--- src/rtl/raw_hazard_unit_pkg.sv ---
// ---------------------------------------------------------------------------
// raw_hazard_unit_pkg
// Shared types and constants for the RAW hazard / forwarding-control unit.
//   slot_t            : one pipeline-slot record {valid, rd, rf_wb, load}
//   RAW_*             : bit positions inside the 4-bit RAW_hazards bus
//   MW_*              : bit positions inside the 2-bit RAW_mem_wb_hazards bus
//   slot_match()      : does a slot produce the register a source reads?
// ---------------------------------------------------------------------------
package raw_hazard_unit_pkg;

    typedef struct packed {
        logic       valid;
        logic [4:0] rd;
        logic       rf_wb;
        logic       load;
    } slot_t;

    // RAW_hazards = {rs1_ex, rs2_ex, rs1_mem, rs2_mem}
    localparam int unsigned RAW_RS1_EX  = 3;
    localparam int unsigned RAW_RS2_EX  = 2;
    localparam int unsigned RAW_RS1_MEM = 1;
    localparam int unsigned RAW_RS2_MEM = 0;

    // RAW_mem_wb_hazards = {rs1_wb_load, rs2_wb_load}
    localparam int unsigned MW_RS1_WB_LOAD = 1;
    localparam int unsigned MW_RS2_WB_LOAD = 0;

    // x0 is hard-wired to zero, so a write to it is never a real producer.
    function automatic logic slot_match(input slot_t s, input logic [4:0] rs);
        return s.valid & s.rf_wb & (s.rd != 5'd0) & (s.rd == rs);
    endfunction

endpackage

--- src/rtl/raw_hazard_unit_operand_check.sv ---
// ---------------------------------------------------------------------------
// raw_operand_check
// Hazard classification for a single decode source operand.
// Ports:
//   rs         in  : source register address in decode
//   ex_slot    in  : instruction currently in EX
//   mem_slot   in  : instruction currently in MEM
//   wb_slot    in  : instruction currently in WB
//   ex         out : forward from EX (ALU result)
//   mem        out : forward from MEM (ALU result)
//   wb_load    out : forward the load data returning in WB
//   load_stall out : a load in EX or MEM produces this operand
// Outputs are not gated by decode validity; the top level does that.
// ---------------------------------------------------------------------------
module raw_operand_check
    import raw_hazard_unit_pkg::*;
(
    input  logic [4:0] rs,
    input  slot_t      ex_slot,
    input  slot_t      mem_slot,
    input  slot_t      wb_slot,
    output logic       ex,
    output logic       mem,
    output logic       wb_load,
    output logic       load_stall
);

    logic ex_hit;
    logic mem_hit;
    logic wb_hit;

    // Only the youngest producer may raise a flag: an EX match shadows MEM
    // and WB even when the EX producer is a load that cannot forward yet.
    always_comb begin
        ex_hit     = slot_match(ex_slot, rs);
        mem_hit    = slot_match(mem_slot, rs);
        wb_hit     = slot_match(wb_slot, rs);

        ex         = ex_hit & ~ex_slot.load;
        mem        = ~ex_hit & mem_hit & ~mem_slot.load;
        wb_load    = ~ex_hit & ~mem_hit & wb_hit & wb_slot.load;
        load_stall = (ex_hit & ex_slot.load) | (mem_hit & mem_slot.load);
    end

endmodule

--- src/rtl/raw_hazard_unit.sv ---
// ---------------------------------------------------------------------------
// raw_hazard_unit
// Tracks the destinations of the instructions in EX, MEM and WB and derives
// forwarding flags, the load-use stall, the redirect flush and the WB valid
// qualifier for the decode stage.
// Ports:
//   clk, rst             : core clock, asynchronous active-low reset
//   dec_valid            : decode holds a real instruction
//   rs1_dec, rs2_dec     : decode source addresses
//   rd_dec               : decode destination
//   rf_wb_dec, load_dec  : decode writes the RF / is a load
//   redirect_ex          : taken branch/jump resolved in EX
//   RAW_hazards          : {rs1_ex, rs2_ex, rs1_mem, rs2_mem}
//   RAW_mem_wb_hazards   : {rs1_wb_load, rs2_wb_load}
//   stall, flush         : hold decode / squash decode
//   we_valid             : WB slot holds a real instruction
//   stall_cnt, flush_cnt : saturating counts of stall / flush cycles
// ---------------------------------------------------------------------------
module raw_hazard_unit
    import raw_hazard_unit_pkg::*;
#(
    parameter int unsigned CNT_W = 32
) (
    input  logic             clk,
    input  logic             rst,
    input  logic             dec_valid,
    input  logic [4:0]       rs1_dec,
    input  logic [4:0]       rs2_dec,
    input  logic [4:0]       rd_dec,
    input  logic             rf_wb_dec,
    input  logic             load_dec,
    input  logic             redirect_ex,
    output logic [3:0]       RAW_hazards,
    output logic [1:0]       RAW_mem_wb_hazards,
    output logic             stall,
    output logic             flush,
    output logic             we_valid,
    output logic [CNT_W-1:0] stall_cnt,
    output logic [CNT_W-1:0] flush_cnt
);

    slot_t ex_q, ex_d;
    slot_t mem_q, mem_d;
    slot_t wb_q, wb_d;

    logic [CNT_W-1:0] stall_cnt_q, stall_cnt_d;
    logic [CNT_W-1:0] flush_cnt_q, flush_cnt_d;

    logic rs1_ex, rs1_mem, rs1_wb_load, rs1_load_stall;
    logic rs2_ex, rs2_mem, rs2_wb_load, rs2_load_stall;

    raw_operand_check u_rs1_check (
        .rs         (rs1_dec),
        .ex_slot    (ex_q),
        .mem_slot   (mem_q),
        .wb_slot    (wb_q),
        .ex         (rs1_ex),
        .mem        (rs1_mem),
        .wb_load    (rs1_wb_load),
        .load_stall (rs1_load_stall)
    );

    raw_operand_check u_rs2_check (
        .rs         (rs2_dec),
        .ex_slot    (ex_q),
        .mem_slot   (mem_q),
        .wb_slot    (wb_q),
        .ex         (rs2_ex),
        .mem        (rs2_mem),
        .wb_load    (rs2_wb_load),
        .load_stall (rs2_load_stall)
    );

    // Combinational outputs. A redirect squashes decode anyway, so it
    // suppresses the load-use stall in the same cycle.
    always_comb begin
        RAW_hazards                        = '0;
        RAW_hazards[RAW_RS1_EX]            = dec_valid & rs1_ex;
        RAW_hazards[RAW_RS2_EX]            = dec_valid & rs2_ex;
        RAW_hazards[RAW_RS1_MEM]           = dec_valid & rs1_mem;
        RAW_hazards[RAW_RS2_MEM]           = dec_valid & rs2_mem;

        RAW_mem_wb_hazards                 = '0;
        RAW_mem_wb_hazards[MW_RS1_WB_LOAD] = dec_valid & rs1_wb_load;
        RAW_mem_wb_hazards[MW_RS2_WB_LOAD] = dec_valid & rs2_wb_load;

        flush     = redirect_ex;
        stall     = dec_valid & (rs1_load_stall | rs2_load_stall) & ~redirect_ex;
        we_valid  = wb_q.valid;
        stall_cnt = stall_cnt_q;
        flush_cnt = flush_cnt_q;
    end

    // Slot advance: a stalled or flushed decode enters EX as a fully zeroed
    // bubble so stale rd values never linger in an invalid slot.
    always_comb begin
        wb_d  = mem_q;
        mem_d = ex_q;
        ex_d  = '0;
        if (dec_valid && !stall && !flush) begin
            ex_d.valid = 1'b1;
            ex_d.rd    = rd_dec;
            ex_d.rf_wb = rf_wb_dec;
            ex_d.load  = load_dec;
        end
    end

    // Saturating performance counters.
    always_comb begin
        stall_cnt_d = stall_cnt_q;
        flush_cnt_d = flush_cnt_q;
        if (stall && (stall_cnt_q != '1)) begin
            stall_cnt_d = stall_cnt_q + CNT_W'(1);
        end
        if (flush && (flush_cnt_q != '1)) begin
            flush_cnt_d = flush_cnt_q + CNT_W'(1);
        end
    end

    always_ff @(posedge clk or negedge rst) begin
        if (!rst) begin
            ex_q        <= '0;
            mem_q       <= '0;
            wb_q        <= '0;
            stall_cnt_q <= '0;
            flush_cnt_q <= '0;
        end else begin
            ex_q        <= ex_d;
            mem_q       <= mem_d;
            wb_q        <= wb_d;
            stall_cnt_q <= stall_cnt_d;
            flush_cnt_q <= flush_cnt_d;
        end
    end

endmodule

--- config.mk ---
export PLATFORM = sky130hd
export DESIGN_NAME = raw_hazard_unit
export DESIGN_NICKNAME = d
export VERILOG_FILES = /design/src/rtl/raw_hazard_unit_pkg.sv /design/src/rtl/raw_hazard_unit_operand_check.sv /design/src/rtl/raw_hazard_unit.sv
export SDC_FILE = /design/constraint.sdc
export NUM_CORES = 1
export LEC_CHECK = 0
export CELL_PAD_IN_SITES_DETAIL_PLACEMENT = 2
export CELL_PAD_IN_SITES_GLOBAL_PLACEMENT = 2
export CORE_MARGIN = 2
export CORE_UTILIZATION = 34
export CTS_BUF_LIST = sky130_fd_sc_hd__clkbuf_16
export CTS_CLUSTER_DIAMETER = 50
export CTS_CLUSTER_SIZE = 30
export DETAILED_ROUTE_END_ITERATION = 12
export GPL_ROUTABILITY_DRIVEN = 0
export GPL_TIMING_DRIVEN = 0
export HOLD_SLACK_MARGIN = 0.06
export PLACE_DENSITY_LB_ADDON = 0.1
export SLEW_MARGIN = 20
export SYNTH_ARGS = -nofsm -noshare
export SYNTH_HDL_FRONTEND = slang
export SYNTH_SLANG_ARGS = --single-unit
--- constraint.sdc ---
create_clock -name clk -period 4.6 [get_ports clk]
set_clock_uncertainty 0.05 [all_clocks]
set_input_delay 0.92 -clock clk [delete_from_list [all_inputs] [get_ports clk]]
set_output_delay 0.92 -clock clk [all_outputs]
set_load 0.05 [all_outputs]
# [After elaboration in Yosys (flattened, before gate mapping)]
# Cells that the tools add are included.
[word_totals] regBits=88 out_inout_bits=73 wordCells=80
[classes] n_addsub=2 eq_ne=8 muxes=1 bitwise=46 n_reduce_logical=9
[op_table] op="$add A32 B1 Y32 const B" count=2
[op_table] op="$ne A32 B32 Y1 const B" count=2
[op_table] op="$and A1 B1 Y1" count=36
[op_table] op="$eq A5 B5 Y1" count=6
[op_table] op="$reduce_bool A5 Y1" count=3
[op_table] op="$mux W8" count=1
[op_table] op="$not A1 Y1" count=7
[op_table] op="$logic_and A1 B1 Y1" count=4
[op_table] op="$or A1 B1 Y1" count=3
[op_table] op="$logic_not A1 Y1" count=2

# [Logic depth before layout (Yosys ltp)]
[depth] word_depth=12 ltp_mapped=9 mapped_depth_nobuf=8

# [Modules after synthesis]
# A second synthesis with hierarchy kept.
[unflattened] hier_cells=394 area_unflattened_um2=4344.2
[modules_own_cells] module="raw_hazard_unit" instances=1 cells_each=328 area_per_inst_um2=3848.7 seq_area_each_um2=2202.1
[modules_own_cells] module="raw_operand_check" instances=2 cells_each=33 area_per_inst_um2=247.7 seq_area_each_um2=0.0

# [Worst setup path before layout]
# OpenSTA, ideal clock, no wires.
[synth_timing] path_type="input port to output port" from="input port rs1_dec[1]" to="output port RAW_hazards[3]" arrival_time_ps=3008 t_required_ps=3630 setup_slack_ps=622 stages=4 cell_sequence="xor2_1 > nor3_1 > nand3_1 > nor4b_1"
[synth_via] elab_chain_cells=4
[synth_lines] item="start: declaration" line="raw_hazard_unit.sv:27" rtl="input logic [4:0] rs1_dec,"
[synth_lines] item="$eq A5 B5 Y1" line="raw_hazard_unit_pkg.sv:30" rtl="return s.valid & s.rf_wb & (s.rd != 5'd0) & (s.rd == rs);"
[synth_lines] item="$and A1 B1 Y1" line="raw_hazard_unit_pkg.sv:30"
[synth_lines] item="$and A1 B1 Y1" line="raw_hazard_unit_operand_check.sv:39" rtl="ex = ex_hit & ~ex_slot.load;"
[synth_lines] item="$and A1 B1 Y1" line="raw_hazard_unit.sv:78" rtl="RAW_hazards[RAW_RS1_EX] = dec_valid & rs1_ex;"
[synth_lines] item="end: declaration" line="raw_hazard_unit.sv:33" rtl="output logic [3:0] RAW_hazards,"
# Every way passes these cells.

# [Final worst setup path]
# Same ends and word-level chain as after synthesis.

==> flow_summary_export.csv <==
group,metric,value,unit
sta,setup_violations,0,
sta,fin_crit,4.48,ns
grt,grt_max_degree,65,
sta,relSlewSlack,40.6,%
synthesis,yosysSeqAreaShare,51.3,%
clock_network,ctsResizeCount,0,
job,maxCapViolCount,0,
synthesis,syn_inst,403,
cells_and_area,nets,531,
critical_path,crit_path_frequent_cell,"clkdlybuf4s50_1",
sta,worst_pin_slew,0.885,ns
critical_path,cp.arrival,3.51,ns
grt,grt_usage,19.3,%
critical_path,worstSetupStartpointType,"primary input",
sta,hold_viol,0,
critical_path,cp-end-kind,"primary output",
pwr,power.leakage,0.00266,uW
sta,timing.fmax,223,MHz
status,status,"complete, no violations",
detailed_routing,drt_iter0_drc,102,
pwr,p_comb_share,14.3,%
sta,min_period_over_period,97.4,%
floorplanning,fp-row-count,41,
pwr,p_total,1920,uW
floorplanning,fp.dieW,116,um
floorplanning,fp.dieH,116,um
clock_network,post_cts_buffers,0,
grt,antenna_found_initial,0,
detailed_routing,routed_via_density,4.96,
floorplanning,core,12500,sq um
floorplanning,start_util,34.4,%
cells_and_area,drive_gt1_share,6.63,%
synthesis,synth_top_area_cell,"dfrtp_1",
critical_path,path_buf_inv,2,
synthesis,ys_types,44,
critical_path,rrSetupSlack,2.11,ns
placed_design,dp_hpwl,8880,um
cells_and_area,finish.utilization,46.4,%
detailed_routing,drcViolationCount,0,
hold_path,hold_class,"register to register",
cells_and_area,syn2layout_area_growth,34.7,%
grt,grt-ovfl-total,0,
clock_network,cts_tree,"built",
critical_path,required,3.63,ns
detailed_routing,ant_nets,0,
detailed_routing,firstDrtPassIters,4,
synthesis,netlist.area_leader.share,51.3,%
synthesis,syn_area,4290,sq um
pwr,power_switching,537,uW
clock_network,clkTransAtPathRegs,0.06,ns
critical_path,worstPathMaxFanout,3,
pwr,peakVddDrop,0.118,mV
grt,grt_pass1_wl,20000,um
floorplanning,io_pins,94,
pwr,power_frac_clock,41.1,%
synthesis,netlist_top_cells_area,"dfrtp_1 (51%), xor2_1 (12%), xnor2_1 (6.7%)",
clock_network,holdBufCountCts,0,
detailed_routing,wl,12000,um
pwr,switching_share,27.9,%
synthesis,synth_seq_cells,88,
critical_path,critical_path_class,"primary input to primary output",
critical_path,cpPeakStageDelay,0.93,ns
detailed_routing,num_vias,3398,
pwr,seqPwrFrac,44.6,%
grt,first_global_vias,3709,
clock_network,cts-root-buf,"clkbuf_16",
clock_network,ctsLongestPathBuffers,2,
critical_path,crit_slowest_cell,"clkdlybuf4s50_1",
pwr,p_int,1390,uW
synthesis,syn_nets,426,
sta,tns,0,ns
critical_path,cp_top_family,"buffers and inverters",
clock_network,cts.sinks,88,
cells_and_area,fillCellCount,1322,
clock_network,cts_max_level,3,
sta,rsz0062_at_grt,"false",
sta,final_max_slew_viol_count,0,
clock_network,cts_made_buffers,9,
critical_path,worstPathCellList,"clkdlybuf4s50_1, xor2_1, nor3_1, nand3_1, nor4b_1, clkdlybuf4s50_1",
synthesis,yosys_warnings,0,
cells_and_area,n_antenna_cell,0,
floorplanning,dieArea,13500,sq um
clock_network,clock_latency,0.35,ns
detailed_routing,wl_per_cell,17.4,um
pwr,powerDensity,332,nW/um^2
synthesis,syn_avg_cell_area,10.7,sq um
placed_design,io_buffers,93,
-- cell usage in the layout, fill, tap and decap left out, types with 3 or more instances in the layout --
master / n
inv_1: 7
xnor2_1: 33
a21oi_1: 3
xor2_1: 57
clkdlybuf4s50_1: 91
nand2b_1: 3
nand3_1: 33
nor2_1: 40
nand2_1: 29
nor2b_1: 3
nor3_1: 20
and4_1: 8
buf_4: 3
nand4_1: 19
and3_1: 17
and2_1: 4
clkbuf_16: 9
dfrtp_1: 88
-- routing by layer --
metal / track usage (%) / part of all wire [%]
met4: 7.94 / 1.6
met2: 32.2 / 50
met1: 25.0 / 45
met3: 3.17 / 3.1
met5: 0 / 0
-- flip-flops by register name, summed over array words and instances (netlist names) --
| register | cells |
|---|---|
| mem_q | 8 |
| stall_cnt | 32 |
| we_valid | 1 |
| wb_q | 7 |
| ex_q | 8 |
| flush_cnt | 32 |
-- power groups by stage --
stage          clock network [uW]  logic [uW]  registers (uW)
4_1_cts                       809         281             857
3_5_place_dp                    0         279             872
3_3_place_gp                    0         267             868
5_1_grt                       842         301             864
6_report                      789         276             857
2_1_floorplan                   0        67.4             956
-- metrics by stage --
stage	instances	area [sq um]	worst slack, ns	hold slack, ns
after floorplan	403	4290	0.622	0.304
after global placement	668	5440	-0.903	0.318
after detailed placement	669	5470	0.0182	0.320
after CTS	685	5780	0.00629	0.335
after global routing	685	5790	0.00841	0.354
final	685	5790	0.122	0.336
-- area by class of cell --
type | count | area, sq um | area share, %
Inverter | 6 | 22.5 | 0.389
Timing Repair Buffer | 94 | 962 | 16.6
Clock inverter | 7 | 87.6 | 1.51
Tap cell | 172 | 215 | 3.72
Buffer | 8 | 53.8 | 0.930
Sequential cell | 88 | 2200 | 38.1
Clock buffer | 9 | 225 | 3.89
Multi-Input combinational cell | 301 | 2020 | 34.9
-- Yosys cell counts (all sizes together) --
| library cell | number |
|---|---|
| o211a | 1 |
| a31oi | 2 |
| o311a | 1 |
| or3 | 1 |
| a21o | 1 |
| and4 | 8 |
| nand2b | 3 |
| nor4b | 3 |
| ha | 2 |
| nor2b | 4 |
| a21oi | 4 |
| xnor2 | 33 |
| and2 | 5 |
| nor3b | 2 |
| nor4 | 3 |
| buf | 7 |
| dfrtp | 88 |
| nor2 | 40 |
| nand4 | 20 |
| nand3b | 1 |
| mux2i | 1 |
| inv | 6 |
| or4 | 1 |
| clkbuf | 1 |
| xor2 | 57 |
| a41oi | 1 |
| o211ai | 2 |
| nand2 | 30 |
| mux2 | 2 |
| nand3 | 35 |
| and3 | 17 |
| nor3 | 21 |
-- worst paths after layout --
check	startpoint	end	cells after the start
max	rs1_dec[1]	RAW_hazards[3]	6
min	mem_q[7]	we_valid	0
max reg2reg	flush_cnt[0]	flush_cnt[22]	7
min in group asynchronous	rst	wb_q[2]	1
max in group asynchronous	rst	flush_cnt[20]	2
min reg2reg	mem_q[7]	we_valid	0
-- cells by family (layout without fill, tap and decap cells) --
group           count (synthesis)  after routing  synth area share [%]
simple gates                  194            194                  24.8
xor+xnor                       90             90                  18.4
flops                          88             88                  51.3
buf+inv                        14            124                  1.75
compound gates                 12             12                  2.48
mux                             3              3                 0.758
fa+ha+maj                       2              2                 0.583
Power figures use the tool's default switching activity.
